==> src/rtl/piano_pkg.sv <==
// piano_pkg
//   Shared constants and types for the note sequencer slice.
//   NOTE_W_DEF     : default key/note code width (one bit per key)
//   DEPTH          : number of note slots in the sequence memory
//   CNT_W          : width of the slot index
//   TONE_TICKS_DEF : default hold time of one recorded note, in clocks
//   REST           : note code that means "no key / silence"
//   play_state_t   : playback engine state
//   next_slot()    : modulo-DEPTH slot increment
package piano_pkg;

  localparam int NOTE_W_DEF     = 8;
  localparam int DEPTH          = 8;
  localparam int CNT_W          = 3;
  localparam int TONE_TICKS_DEF = 1000;

  localparam logic [NOTE_W_DEF-1:0] REST = '0;

  typedef enum logic {
    PLAY_IDLE = 1'b0,
    PLAY_RUN  = 1'b1
  } play_state_t;

  // DEPTH is a power of two, so the natural 3-bit wrap is the slot wrap.
  function automatic logic [CNT_W-1:0] next_slot(input logic [CNT_W-1:0] slot);
    return slot + 1'b1;
  endfunction

endpackage

==> src/rtl/key_edge_det.sv <==
// key_edge_det
//   Registers the (already debounced, synchronous) key levels, detects a
//   press from silence and latches the pressed code for later recording.
//   clock    : system clock
//   reset    : asynchronous, active-high
//   keys     : key levels
//   suppress : forces chk low (playback running)
//   keys_q   : keys registered once
//   chk      : one-cycle pulse on a press from all-keys-released
//   captured : code held at the most recent press
module key_edge_det
  import piano_pkg::*;
#(
  parameter int NOTE_W = NOTE_W_DEF
) (
  input  logic              clock,
  input  logic              reset,
  input  logic [NOTE_W-1:0] keys,
  input  logic              suppress,
  output logic [NOTE_W-1:0] keys_q,
  output logic              chk,
  output logic [NOTE_W-1:0] captured
);

  logic [NOTE_W-1:0] keys_prev;
  logic              press;

  // A press is only recognised out of silence; adding a second key while
  // one is held does not count as a new note.
  assign press = (keys_q != '0) && (keys_prev == '0);

  always_ff @(posedge clock or posedge reset) begin
    if (reset) begin
      keys_q    <= '0;
      keys_prev <= '0;
      chk       <= 1'b0;
      captured  <= '0;
    end else begin
      keys_q    <= keys;
      keys_prev <= keys_q;
      chk       <= press && !suppress;
      if (press) begin
        captured <= keys_q;
      end
    end
  end

endmodule

==> src/rtl/note_seq_mem.sv <==
// note_seq_mem
//   Eight-slot note store with slot counter, key-press detector and timed
//   playback engine, sitting between the record/playback control FSM and
//   the tone generator.
//   clock       : system clock
//   reset       : asynchronous, active-high; clears memory too
//   clr         : synchronous session clear (cnt, tick, playback flag)
//   ce          : slot enable from the control FSM
//   RW          : 1 = record, 0 = play
//   keys        : key levels, synchronous to clock
//   cnt         : current slot index
//   chk         : one-cycle key-press pulse
//   note_out    : code for the tone generator
//   play_active : playback engine running
module note_seq_mem
  import piano_pkg::*;
#(
  parameter int NOTE_W     = NOTE_W_DEF,
  parameter int TONE_TICKS = TONE_TICKS_DEF
) (
  input  logic              clock,
  input  logic              reset,
  input  logic              clr,
  input  logic              ce,
  input  logic              RW,
  input  logic [NOTE_W-1:0] keys,
  output logic [CNT_W-1:0]  cnt,
  output logic              chk,
  output logic [NOTE_W-1:0] note_out,
  output logic              play_active
);

  localparam int TICK_W = $clog2(TONE_TICKS);
  localparam logic [TICK_W-1:0] TICK_LAST = TICK_W'(TONE_TICKS - 1);

  play_state_t       state;
  play_state_t       next_state;
  logic [TICK_W-1:0] tick;
  logic              tick_last;
  logic              play_req;
  logic              write_en;
  logic              advance;
  logic [NOTE_W-1:0] keys_q;
  logic [NOTE_W-1:0] captured;
  logic [NOTE_W-1:0] mem [DEPTH];

  key_edge_det #(
    .NOTE_W(NOTE_W)
  ) u_key_edge_det (
    .clock   (clock),
    .reset   (reset),
    .keys    (keys),
    .suppress(play_active),
    .keys_q  (keys_q),
    .chk     (chk),
    .captured(captured)
  );

  assign play_req  = ce && !RW;
  assign tick_last = (tick == TICK_LAST);

  always_ff @(posedge clock or posedge reset) begin
    if (reset) begin
      state <= PLAY_IDLE;
    end else begin
      state <= next_state;
    end
  end

  // The play request is only re-sampled at the end of a note, so a note
  // that has started always plays for its full hold time.
  always_comb begin
    next_state = state;
    case (state)
      PLAY_IDLE: begin
        if (!clr && play_req) begin
          next_state = PLAY_RUN;
        end
      end
      PLAY_RUN: begin
        if (clr) begin
          next_state = PLAY_IDLE;
        end else if (tick_last && !play_req) begin
          next_state = PLAY_IDLE;
        end
      end
      default: next_state = PLAY_IDLE;
    endcase
  end

  // Record writes are locked out while the engine runs.
  always_comb begin
    play_active = (state == PLAY_RUN);
    write_en    = !clr && !play_active && ce && RW;
    advance     = !clr && play_active && tick_last;
  end

  always_ff @(posedge clock or posedge reset) begin
    if (reset) begin
      tick <= '0;
    end else if (clr || !play_active || tick_last) begin
      tick <= '0;
    end else begin
      tick <= tick + 1'b1;
    end
  end

  always_ff @(posedge clock or posedge reset) begin
    if (reset) begin
      cnt <= '0;
    end else if (clr) begin
      cnt <= '0;
    end else if (advance || write_en) begin
      cnt <= next_slot(cnt);
    end
  end

  always_ff @(posedge clock or posedge reset) begin
    if (reset) begin
      for (int i = 0; i < DEPTH; i++) begin
        mem[i] <= '0;
      end
    end else if (write_en) begin
      mem[cnt] <= captured;
    end
  end

  // One cycle behind the engine state, so a clear takes the output back
  // to live keys on the edge after the clear.
  always_ff @(posedge clock or posedge reset) begin
    if (reset) begin
      note_out <= NOTE_W'(REST);
    end else if (play_active) begin
      note_out <= mem[cnt];
    end else begin
      note_out <= keys_q;
    end
  end

endmodule

==> config.mk <==
export PLATFORM = sky130hd
export DESIGN_NAME = note_seq_mem
export DESIGN_NICKNAME = d
export VERILOG_FILES = /design/src/rtl/piano_pkg.sv /design/src/rtl/key_edge_det.sv /design/src/rtl/note_seq_mem.sv
export SDC_FILE = /design/constraint.sdc
export NUM_CORES = 1
export LEC_CHECK = 0
export CAP_MARGIN = 20
export CORE_MARGIN = 3
export CORE_UTILIZATION = 54
export CTS_CLUSTER_SIZE = 40
export DETAILED_ROUTE_END_ITERATION = 16
export PLACE_DENSITY = 0.73
export SLEW_MARGIN = 5
export SYNTH_ARGS = -nofsm -noshare
export SYNTH_HDL_FRONTEND = slang
export SYNTH_HIERARCHICAL = 1
export SYNTH_SLANG_ARGS = --single-unit
==> constraint.sdc <==
create_clock -name clock -period 4.8 [get_ports clock]
set_input_delay 1.44 -clock clock [delete_from_list [all_inputs] [get_ports clock]]
set_output_delay 1.44 -clock clock [all_outputs]
set_load 0.005 [all_outputs]
Word-level counts from Yosys, hierarchy flattened
Cells that the tools add are included.
Operators by class
  add/sub/neg operators: 2
  order comparisons: 2
  equal/unequal tests: 1
  multiplexer cells: 14
  bitwise logic cells: 2
  reduce and logical (&&, ||, !) cells: 21
Operators by type and width (count)
  bitwise mux 64 bit: 1
  two-way mux 8 bit: 4
  binary-select mux 8 bit (select 3 bit): 1
  demux 8 bit (select 3 bit): 1
  logical AND 1 bit: 11
  adder 10 x 1 -> 10 bit (second input constant): 1
  equality test 10 bit (second input constant): 1
  two-way mux 10 bit: 1
  logical NOT 8 bit: 1
  nonzero test 8 bit: 1
  two-way mux 3 bit: 2
  >= comparator 4 bit (second input constant): 1
  logical NOT 1 bit: 4
  < comparator 4 x 1 -> 1 bit (second input constant): 1
  NOT 3 -> 4 bit: 1
  adder 3 x 1 -> 3 bit (second input constant): 1
  logical OR 1 bit: 3
  two-way mux 1 bit: 3
  one-hot mux 1 bit (2 select lines): 1
  nonzero test 2 bit: 1
  NOT 1 bit: 1
Word-level totals
  flip-flop bits (word level): 111
  bits of input ports: 13
  output and inout bits: 13
  word-level logic and storage cells: 58

Logic depth before layout (Yosys ltp)
Gate-level depths: netlist of the first run.
  word-level depth: 7
  mapped depth: 6
  gate-level depth less buffers: 5

By module
The synthesis of the first run kept the hierarchy.
Modules (own cells, without submodules)
  note_seq_mem: times used 1, cells each 272, area each 3900.0 um^2, sequential area each 2152.1 um^2
  key_edge_det: times used 1, cells each 40, area each 775.7 um^2, sequential area each 625.6 um^2

Worst setup path after synthesis of the first run
Ideal clock, no wire load.
  path kind: input to register
  from: input port clr
  to: register mem[24] in the netlist's numbering
  setup time: 125 ps
  data arrival time: 2637 ps
  required time: 4675 ps
  slack: 2038 ps
  stages: 5
  buffers on the path: 1
  cell sequence: and4bb_2 -> nand2b_1 -> buf_2 -> nor3b_4 -> mux2_2
Between the ends
  word-level cells in the longest chain between the ends: 4
Ends and longest elaborated chain
  from (decl): RTL line note_seq_mem.sv:23  | input logic clr,
  logical NOT 1 bit: RTL line note_seq_mem.sv:94  | write_en = !clr && !play_active && ce && RW;
  logical AND 1 bit (3 in series): RTL line note_seq_mem.sv:94
  to (signal, indexed assignment): RTL line note_seq_mem.sv:124  | mem[cnt] <= captured;
  to (decl): RTL line note_seq_mem.sv:45  | logic [NOTE_W-1:0] mem [DEPTH];
Every way passes these cells.
A chain may end at the register's enable or synchronous reset.

Worst setup path after layout of the first run
  from: input port clr
  to: register mem[40] in the netlist's numbering
Same word-level chain as after synthesis.

==> results of run 1 <==
[layout by cell type, fill, tap and decap left out, types with 2 or more instances in the layout]
| cell type | instances |
|---|---|
| a21oi_1 | 9 |
| buf_4 | 5 |
| clkbuf_8 | 9 |
| clkdlybuf4s50_1 | 25 |
| clkinv_2 | 3 |
| dfrtp_1 | 111 |
| ha_1 | 2 |
| inv_1 | 4 |
| inv_6 | 2 |
| mux2_2 | 74 |
| mux2i_1 | 9 |
| mux4_2 | 16 |
| nand2_1 | 5 |
| nand2b_1 | 5 |
| nand3_1 | 4 |
| nand3b_2 | 2 |
| nor2_1 | 28 |
| nor2b_1 | 2 |
| nor3_1 | 2 |
| nor3b_4 | 2 |
| nor4_1 | 2 |
| o21ai_0 | 2 |
| xnor2_1 | 6 |
[cell families after synthesis]
logic type | Yosys count | share of synthesized area
flip-flops | 111 | 0.5941
multiplexers | 99 | 0.2746
AO/OA/AOI/OAI | 13 | 0.01820
AND/OR/NAND/NOR | 64 | 0.08028
XOR/XNOR | 7 | 0.01311
buffers and inverters | 16 | 0.01445
adder cells (fa/ha/maj) | 2 | 0.005351
[path summary, 6_finish.rpt]
check	startpoint	endpoint	slack [ps]	depth (start not counted)
setup / recovery	clr	mem[40]$_DFFE_PP0P_	1520	5
hold / removal	u_key_edge_det/keys_q[5]$_DFF_PP0_	u_key_edge_det/keys_prev[5]$_DFF_PP0_	460	0
setup reg to reg	play_active$_DFF_PP0_	mem[40]$_DFFE_PP0P_	2450	4
hold reg to reg	u_key_edge_det/keys_q[5]$_DFF_PP0_	u_key_edge_det/keys_prev[5]$_DFF_PP0_	460	0
max in group asynchronous	reset	mem[48]$_DFFE_PP0P_	2480	3
min in group asynchronous	reset	note_out[7]$_DFF_PP0_	1510	2
[power groups by stage]
stage / logic, mW / clock network (mW) / registers (mW)
finish: 0.201 / 0.503 / 1.06
global route: 0.222 / 0.552 / 1.08
CTS: 0.206 / 0.518 / 1.06
detailed placement: 0.204 / 0 / 1.08
global placement: 0.199 / 0 / 1.08
floorplan: 0.144 / 0 / 1.06
[routing by layer]
metal / part of all wire / global-route usage / vias to the layer above
li1: - / - / 1183
met1: 0.49 / 0.2911 / 1312
met2: 0.46 / 0.2965 / 38
met3: 0.034 / 0.04600 / 9
met4: 0.013 / 0.05357 / 0
met5: 0 / 0 / -
[worst reg2reg max path: cells and delay by family (launching register included)]
kind | cells | cell delay (ps)
simple gates | 3 | 1200
mux | 1 | 400
flops | 1 | 640
[sequential cells by signal (all words and copies together), names as in the netlist]
signal,count
mem,64
tick,10
note_out,8
u_key_edge_det/captured,8
u_key_edge_det/keys_prev,8
u_key_edge_det/keys_q,8
cnt,3
play_active,1
u_key_edge_det/chk,1
[layout make-up]
| class | count | area, sq um |
|---|---|---|
| Sequential cell | 111 | 2778 |
| Clock buffer | 10 | 127.6 |
| Clock inverter | 6 | 43.79 |
| Timing Repair Buffer | 30 | 287.8 |
| Inverter | 5 | 20.02 |
| Multi-Input combinational cell | 185 | 1831 |
| Fill cell | 615 | 3080 |
| Tap cell | 105 | 131.4 |
[per-stage QoR]
stage                     cells  utilization  area [sq um]  hold WS, ps  power (mW)
final                       452       0.6288          5219        455.8       1.769
after global placement      436       0.6082          5047        429.8       1.278
after CTS                   452       0.6288          5219        450.0       1.788
after floorplan             312            -          4676        383.4       1.204
after detailed placement    436       0.6082          5047        414.1       1.286
after global routing        452       0.6288          5219        471.8       1.850
==> metrics.yaml, run 1 <==
outcome:
  status: "finished, final reports clean"
routing:
  viasPerCell: 5.624
  num_vias: 2542
  dr.first_iter.drc_count: 63
  routed_wl_mm: 8.667
  drc: 0
  wl_per_cell_microns: 19.17
  first_pass_iters: 4
  ant_nets: 0
layout:
  area_delta_synth_final_pct: 11.61
  num-nets-final: 357
  drive_above_1_share: 0.3545
  antennaDiodeCount: 0
sta:
  grt_setup_unrepaired: "false"
  worst_pin_slew_ps: 908.8
  setup_viol: 0
  finalSetupTns_ps: 0
  hold_violations: 0
  min_period_over_period: 0.6831
  drv_slew: 0
  setup_ws_ps: 1521
  slew_headroom: 0.3934
  min_period_ps: 3279
  clock_skew_ps: 11.40
  fmax_mhz: 305.0
die:
  dieArea_sq_um: 9811
  die_x_microns: 99.05
  initial_core_util: 0.5634
  die_h_microns: 99.05
  core-area_sq_um: 8299
  io_pins: 26
  core.rowCount: 33
yosys:
  synth.most_common_cell: "dfrtp_1"
  synthCells: 312
  syn_area_sq_um: 4676
  ys_seq_area_frac: 0.5941
  syn_nets: 327
  yosys.area.top_type: "dfrtp_1"
  synth_cell_types: 37
  synth_commonest_cells: "dfrtp_1 (111), mux2_2 (74), nor2_1 (28)"
  ys_ff_latch: 111
  synth_ff_type: "dfrtp_1"
  ys.warnings.count: 6
  synth_top_cell_area_share: 0.5941
  synth_area_leaders: "dfrtp_1 (59%), mux2_2 (18%), mux4_2 (7.7%)"
  async_flop_share: 1.000
  synth.avg_cell_area_sq_um: 14.99
  synth-edff-count: 0
flow_run:
  maxCapViolCount: 0
setup_path:
  worst-path-buf-inv: 1
  crit_required_ps: 5050
  cp_cell_sequence: "clkdlybuf4s50_1 > and4bb_2 > nand2b_1 > nor3b_4 > mux2_2"
  crit_path_end_kind: "flop"
  crit_type: "input port to flop"
  slowest_stage: "nor3b_4"
  crit_path_start_kind: "input port"
  crit_fanout: 9
  path_delay_family: "simple AND/OR/NAND/NOR gates"
  max_stage_delay_ps: 570
  worstPathArrival_ps: 3530
grt:
  grt_pass1_vias: 2737
  track_usage: 0.1971
  grt.overflow.total: 0
  grt_first_pass_wirelength_mm: 14.77
  antenna_found_initial: 0
  grt_max_degree: 42
power:
  netSwitchingPower_mw: 0.4499
  power.share.clock: 0.284
  p_seq_frac: 0.602
  leakagePower_nw: 2.292
  internal_power_mw: 1.319
  power_frac_comb: 0.114
  power.density_nw_per_um2: 338.9
  peakVddDrop_uv: 152.5
  sw_frac_of_total: 0.2543
worst_hold_path:
  hp-class: "flop to flop"
clocking:
  cts_tree: "done"
  insertion_delay_ps: 370
  cts_root_buf: "clkbuf_8"
  cts.sinks: 111
  cts_buffers: 9
  cts-htree-levels: 3
  cts_resized: 0
  cts_hold_buffers: 0
  post-cts-setup-buffers: 0
  clk_pin_slew_ps: 100
  cts_buffer_depth: 2
placement:
  dp_slack_ps: 1112
  port_buffers: 25
  gp_congestion: 0.7661
  place_hpwl_mm: 5.643
Note: power is estimated with default switching activity, not from simulation.
==> inputs of run 2 (changes only) <==
==> constraint.sdc (replaced) <==
create_clock -name clock -period 3.23 [get_ports clock]
set_input_delay 0.969 -clock clock [delete_from_list [all_inputs] [get_ports clock]]
set_output_delay 0.969 -clock clock [all_outputs]
set_load 0.005 [all_outputs]
==> metrics.yaml, run 2 (synthesis results as in run 1) <==
outcome:
  status: "finished, final reports clean"
setup_path:
  r2r-start: "play_active$_DFF_PP0_"
  worst-path-buf-inv: 1  # unchanged
  crit_type: "flop to primary output"
  crit_path_start_kind: "flop"
  path_delay_family: "flip-flops"
  max_stage_delay_ps: 760  # +190 ps
  reg2reg_to: "mem[25]$_DFFE_PP0P_"
  worstPathArrival_ps: 1750  # -1780 ps
  cp_cell_sequence: "clkdlybuf4s50_1"
  crit_path_end_kind: "primary output"
  crit_fanout: 22  # +13
  crit_required_ps: 2260  # -2790 ps
  ff2ff_setup_slack_ps: 980  # -1470 ps
  reg2reg_depth: 4  # unchanged
  slowest_stage: "dfrtp_1"
power:
  p_seq_frac: 0.565  # -0.037
  power_frac_comb: 0.111  # -0.003
  netSwitchingPower_mw: 0.6569  # +46%
  leakagePower_nw: 2.355  # +2.7%
  power_mw: 2.792  # +58%
  internal_power_mw: 2.135  # +62%
  sw_frac_of_total: 0.2353  # -0.01902
  power.share.clock: 0.324  # +0.040
  peakVddDrop_uv: 248.9  # +63%
  power.density_nw_per_um2: 523.6  # +54%
clocking:
  insertion_delay_ps: 370  # about the same
  cts_hold_buffers: 0  # unchanged
  cts_root_buf: "clkbuf_8"
  cts.sinks: 111  # unchanged
  cts_buffers: 9  # unchanged
  cts_tree: "done"
  clk_pin_slew_ps: 100  # about the same
  post-cts-setup-buffers: 0  # unchanged
  cts_resized: 0  # unchanged
  cts_buffer_depth: 2  # unchanged
  cts-htree-levels: 3  # unchanged
grt:
  grt.overflow.total: 0  # unchanged
  grt_util_met2: 0.3001  # +0.003616
  grt_max_degree: 40  # -4.8%
  met3_usage: 0.04954  # +0.003539
  busiest_layer: "met2"
  antenna_found_initial: 0  # unchanged
  track_usage: 0.1954  # -0.001671
  grt_pass1_vias: 2708  # -1.1%
  grt_first_pass_wirelength_mm: 14.51  # -1.8%
  grt_use_met1: 0.2815  # -0.009592
placement:
  port_buffers: 25  # unchanged
  place_hpwl_mm: 5.839  # +3.5%
  dp.cells: 443  # +1.6%
  dp_slack_ps: 267.0  # -845.2 ps
  gp_congestion: 0.7388  # -3.6%
sta:
  drv_slew: 0  # unchanged
  fmax_mhz: 368.2
  hold_violations: 0  # unchanged
  setup_ws_ps: 514.2  # -1007 ps
  min_period_over_period: 0.8408
  grt_setup_unrepaired: "false"
  min_period_ps: 2716
  worst_pin_slew_ps: 644.1  # -264.8 ps
  slew_headroom: 0.5706  # +0.1772
  setup_viol: 0  # unchanged
  clock_skew_ps: 8.620  # -2.784 ps
  finalSetupTns_ps: 0  # unchanged
  whs_ps: 442.6  # -13.25 ps
layout:
  largestRegisters: "mem: 64 flops, tick: 10 flops"
  mostFrequentLayoutCells: "dfrtp_1 (111), mux2_2 (74), nor2_1 (28)"
  drive_above_1_share: 0.3683  # +0.01381
  layout.cells.most_common: "dfrtp_1"
  regMostFlops: "mem"
  antennaDiodeCount: 0  # unchanged
  num-nets-final: 364  # +2.0%
  largest_reg_flops: 64  # unchanged
  stdcell_count: 458  # +1.3%
  area_delta_synth_final_pct: 14.02
routing:
  viasPerCell: 5.579  # -0.81%
  routed_wl_mm: 8.716  # +0.57%
  ant_nets: 0  # unchanged
  wl_per_cell_microns: 19.03  # -0.75%
  num_vias: 2555  # +0.51%
  drc: 0  # unchanged
  first_pass_iters: 4  # unchanged
  dr.first_iter.drc_count: 72  # +14%
die:
  die_h_microns: 99.05  # unchanged
  core.rowCount: 33  # unchanged
  io_pins: 26  # unchanged
  core-area_sq_um: 8299  # unchanged
  initial_core_util: 0.5634  # unchanged
  die_x_microns: 99.05  # unchanged
  dieArea_sq_um: 9811  # unchanged
flow_run:
  maxCapViolCount: 0  # unchanged
worst_hold_path:
  hold_end: "u_key_edge_det/keys_prev[4]$_DFF_PP0_"
  hold_start: "u_key_edge_det/keys_q[4]$_DFF_PP0_"
  hold_depth: 0  # unchanged
  hp-class: "flop to flop"
[run 2: cell count changes in the layout (fill, tap and decap cells not counted)]
cell	previous run	this run
buf_12	0	1
buf_4	5	11
bufinv_16	0	2
clkbuf_1	1	0
clkbuf_8	9	10
clkinv_2	3	2
clkinv_4	1	0
inv_6	2	1
[run 2: worst max path at each step]
stage | startpoint | to | slack, ps | depth (start not counted)
after global routing | play_active$_DFF_PP0_ | play_active | 410 | 1
after global placement | clr | mem[29]$_DFFE_PP0P_ | 300 | 5
after floorplan | reset | cnt[0]$_DFFE_PP0P_ | 40 | 1
after CTS | play_active$_DFF_PP0_ | play_active | 500 | 1
after detailed placement | clr | mem[24]$_DFFE_PP0P_ | 270 | 5
final | play_active$_DFF_PP0_ | play_active | 510 | 1
[run 2: routing by layer]
layer	vias to the layer above	part of all wire
li1	1187	-
met1	1311	0.49
met2	46	0.46
met3	11	0.039
met4	0	0.011
met5	-	0
[run 2: area by class of cell]
cell class              count  area (sq um)
fillers                   615          2968
flip-flops and latches    111          2778
multi-input cells         185          1831
repair buffers             37         352.8
clock buffers              10         137.6
well taps                 105         131.4
clock inverters             5         81.33
inverters                   5         20.02
[run 2: per-stage QoR]
step,instance area (sq um),util
6_report,5331,0.6424
4_1_cts,5331,0.6424
5_1_grt,5331,0.6424
3_5_place_dp,5112,0.6160
2_1_floorplan,4676,-
3_3_place_gp,5112,0.6160
[run 2: power groups by stage]
stage | registers (mW) | logic, mW | clock network, mW
2_1_floorplan | 1.58 | 0.214 | 0
3_3_place_gp | 1.60 | 0.306 | 0
3_5_place_dp | 1.61 | 0.313 | 0
4_1_cts | 1.58 | 0.314 | 0.929
5_1_grt | 1.60 | 0.339 | 0.993
6_report | 1.58 | 0.309 | 0.905
==> inputs of run 3 (changes only) <==
==> constraint.sdc (replaced) <==
create_clock -name clock -period 2.7 [get_ports clock]
set_input_delay 0.81 -clock clock [delete_from_list [all_inputs] [get_ports clock]]
set_output_delay 0.81 -clock clock [all_outputs]
set_load 0.005 [all_outputs]
==> metrics.yaml, run 3 (synthesis results as in run 1) <==
clocking:
  clk_pin_slew_ps: 100  # about the same
  cts_resized: 0  # unchanged
  cts_buffer_depth: 2  # unchanged
  cts_hold_buffers: 0  # unchanged
  cts_tree: "done"
  cts-htree-levels: 3  # unchanged
  cts_root_buf: "clkbuf_8"
  post-cts-setup-buffers: 0  # unchanged
  insertion_delay_ps: 350  # -20 ps
  cts_buffers: 9  # unchanged
  cts.sinks: 111  # unchanged
die:
  core.rowCount: 33  # unchanged
  io_pins: 26  # unchanged
  die_x_microns: 99.05  # unchanged
  dieArea_sq_um: 9811  # unchanged
  initial_core_util: 0.5634  # unchanged
  core-area_sq_um: 8299  # unchanged
  die_h_microns: 99.05  # unchanged
sta:
  hold_violations: 0  # unchanged
  min_period_over_period: 0.8770
  slew_headroom: 0.6491  # +0.07844
  finalSetupTns_ps: 0  # unchanged
  fmax_mhz: 422.3
  grt_setup_unrepaired: "false"
  drv_slew: 0  # unchanged
  worst_pin_slew_ps: 521.6  # -122.5 ps
  setup_viol: 0  # unchanged
  clock_skew_ps: 10.13  # +1.513 ps
  min_period_ps: 2368
setup_path:
  reg2reg_to: "mem[27]$_DFFE_PP0P_"
  crit_type: "flop to primary output"
  crit_required_ps: 1890  # -370 ps
  ff2ff_setup_slack_ps: 790  # -190 ps
  crit_path_end_kind: "primary output"
  worstPathArrival_ps: 1560  # -190 ps
  crit_fanout: 18  # -18%
  crit_path_start_kind: "flop"
  r2r-start: "cnt[0]$_DFFE_PP0P_"
  reg2reg_depth: 5  # +1
routing:
  num_vias: 2629  # +2.9%
  wl_per_cell_microns: 18.68  # -1.8%
  first_pass_iters: 4  # unchanged
  routed_wl_mm: 8.669  # -0.54%
  drc: 0  # unchanged
  dr.first_iter.drc_count: 129  # +79%
  viasPerCell: 5.666  # +1.6%
  ant_nets: 0  # unchanged
placement:
  dp.cells: 448  # +1.1%
  place_hpwl_mm: 5.959  # +2.0%
  port_buffers: 25  # unchanged
  gp_congestion: 0.7770  # +5.2%
power:
  leakagePower_nw: 2.364  # +0.39%
  power.density_nw_per_um2: 595.7  # +14%
  peakVddDrop_uv: 368.3  # +48%
  power_mw: 3.192  # +14%
outcome:
  status: "finished, final reports clean"
layout:
  largest_reg_flops: 64  # unchanged
  area_delta_synth_final_pct: 14.61
  layout.cells.most_common: "dfrtp_1"
  stdcell_count: 464  # +1.3%
  regMostFlops: "mem"
  num-nets-final: 369  # +1.4%
  antennaDiodeCount: 0  # unchanged
  drive_above_1_share: 0.3788  # +0.01056
  largestRegisters: "mem: 64 flops, tick: 10 flops"
  mostFrequentLayoutCells: "dfrtp_1 (111), mux2_2 (74), nor2_1 (28)"
grt:
  grt.overflow.total: 0  # unchanged
  track_usage: 0.1974  # +0.001941
  busiest_layer: "met2"
  antenna_found_initial: 0  # unchanged
  grt_util_met2: 0.3068  # +0.006715
  grt_max_degree: 87  # +120%
  met3_usage: 0.04388  # -0.005662
  grt_pass1_vias: 2825  # +4.3%
  grt_first_pass_wirelength_mm: 15.01  # +3.5%
  grt_use_met1: 0.2914  # +0.009891
worst_hold_path:
  hold_start: "u_key_edge_det/keys_q[1]$_DFF_PP0_"
  hold_end: "u_key_edge_det/keys_prev[1]$_DFF_PP0_"
  hold_depth: 0  # unchanged
  hp-class: "flop to flop"
flow_run:
  maxCapViolCount: 0  # unchanged
run 3: critical path: stages (launching register included):
cell,delay [ps]
dfrtp_1,430
buf_4,240
clkdlybuf4s50_1,530
run 3: routing by layer:
metal / part of all wire / routed length (microns) / vias to the layer above
met5: 0 / 0 / -
met4: 0.0033 / 29 / 0
met3: 0.035 / 304 / 4
met2: 0.48 / 4189 / 41
met1: 0.48 / 4145 / 1383
li1: - / - / 1201
run 3: how the worst max path moves through the flow:
stage	start	end	slack, ps	cells after the start
3_5_place_dp	RW	mem[27]$_DFFE_PP0P_	-4	6
5_1_grt	play_active$_DFF_PP0_	play_active	260	2
2_1_floorplan	clr	mem[24]$_DFFE_PP0P_	570	5
6_report	play_active$_DFF_PP0_	play_active	330	2
4_1_cts	play_active$_DFF_PP0_	play_active	310	2
3_3_place_gp	RW	mem[19]$_DFFE_PP0P_	40	5
run 3: layout make-up:
type	instances	area (sq um)
Tap cell	105	131.4
Sequential cell	111	2778
Inverter	5	22.52
Multi-Input combinational cell	185	1831
Fill cell	638	2940
Clock buffer	12	165.2
Clock inverter	4	28.78
Timing Repair Buffer	42	402.9
run 3: power by group:
| group | leakage, nW | total [mW] | internal [mW] | switching [mW] |
|---|---|---|---|---|
| logic | 0.822 | 0.374 | 0.220 | 0.154 |
| registers | 1.45 | 1.88 | 1.79 | 0.0944 |
| clock network | 0.0946 | 0.933 | 0.412 | 0.521 |
run 3: stage by stage:
stage	area, sq um	utilization	hold WS, ps	setup slack, ps
floorplan	4679	-	383.4	567.9
global placement	5165	0.6223	435.2	38.94
detailed placement	5165	0.6223	419.2	-3.680
CTS	5359	0.6457	453.1	310.3
global route	5359	0.6457	471.9	257.3
finish	5359	0.6457	439.2	332.2
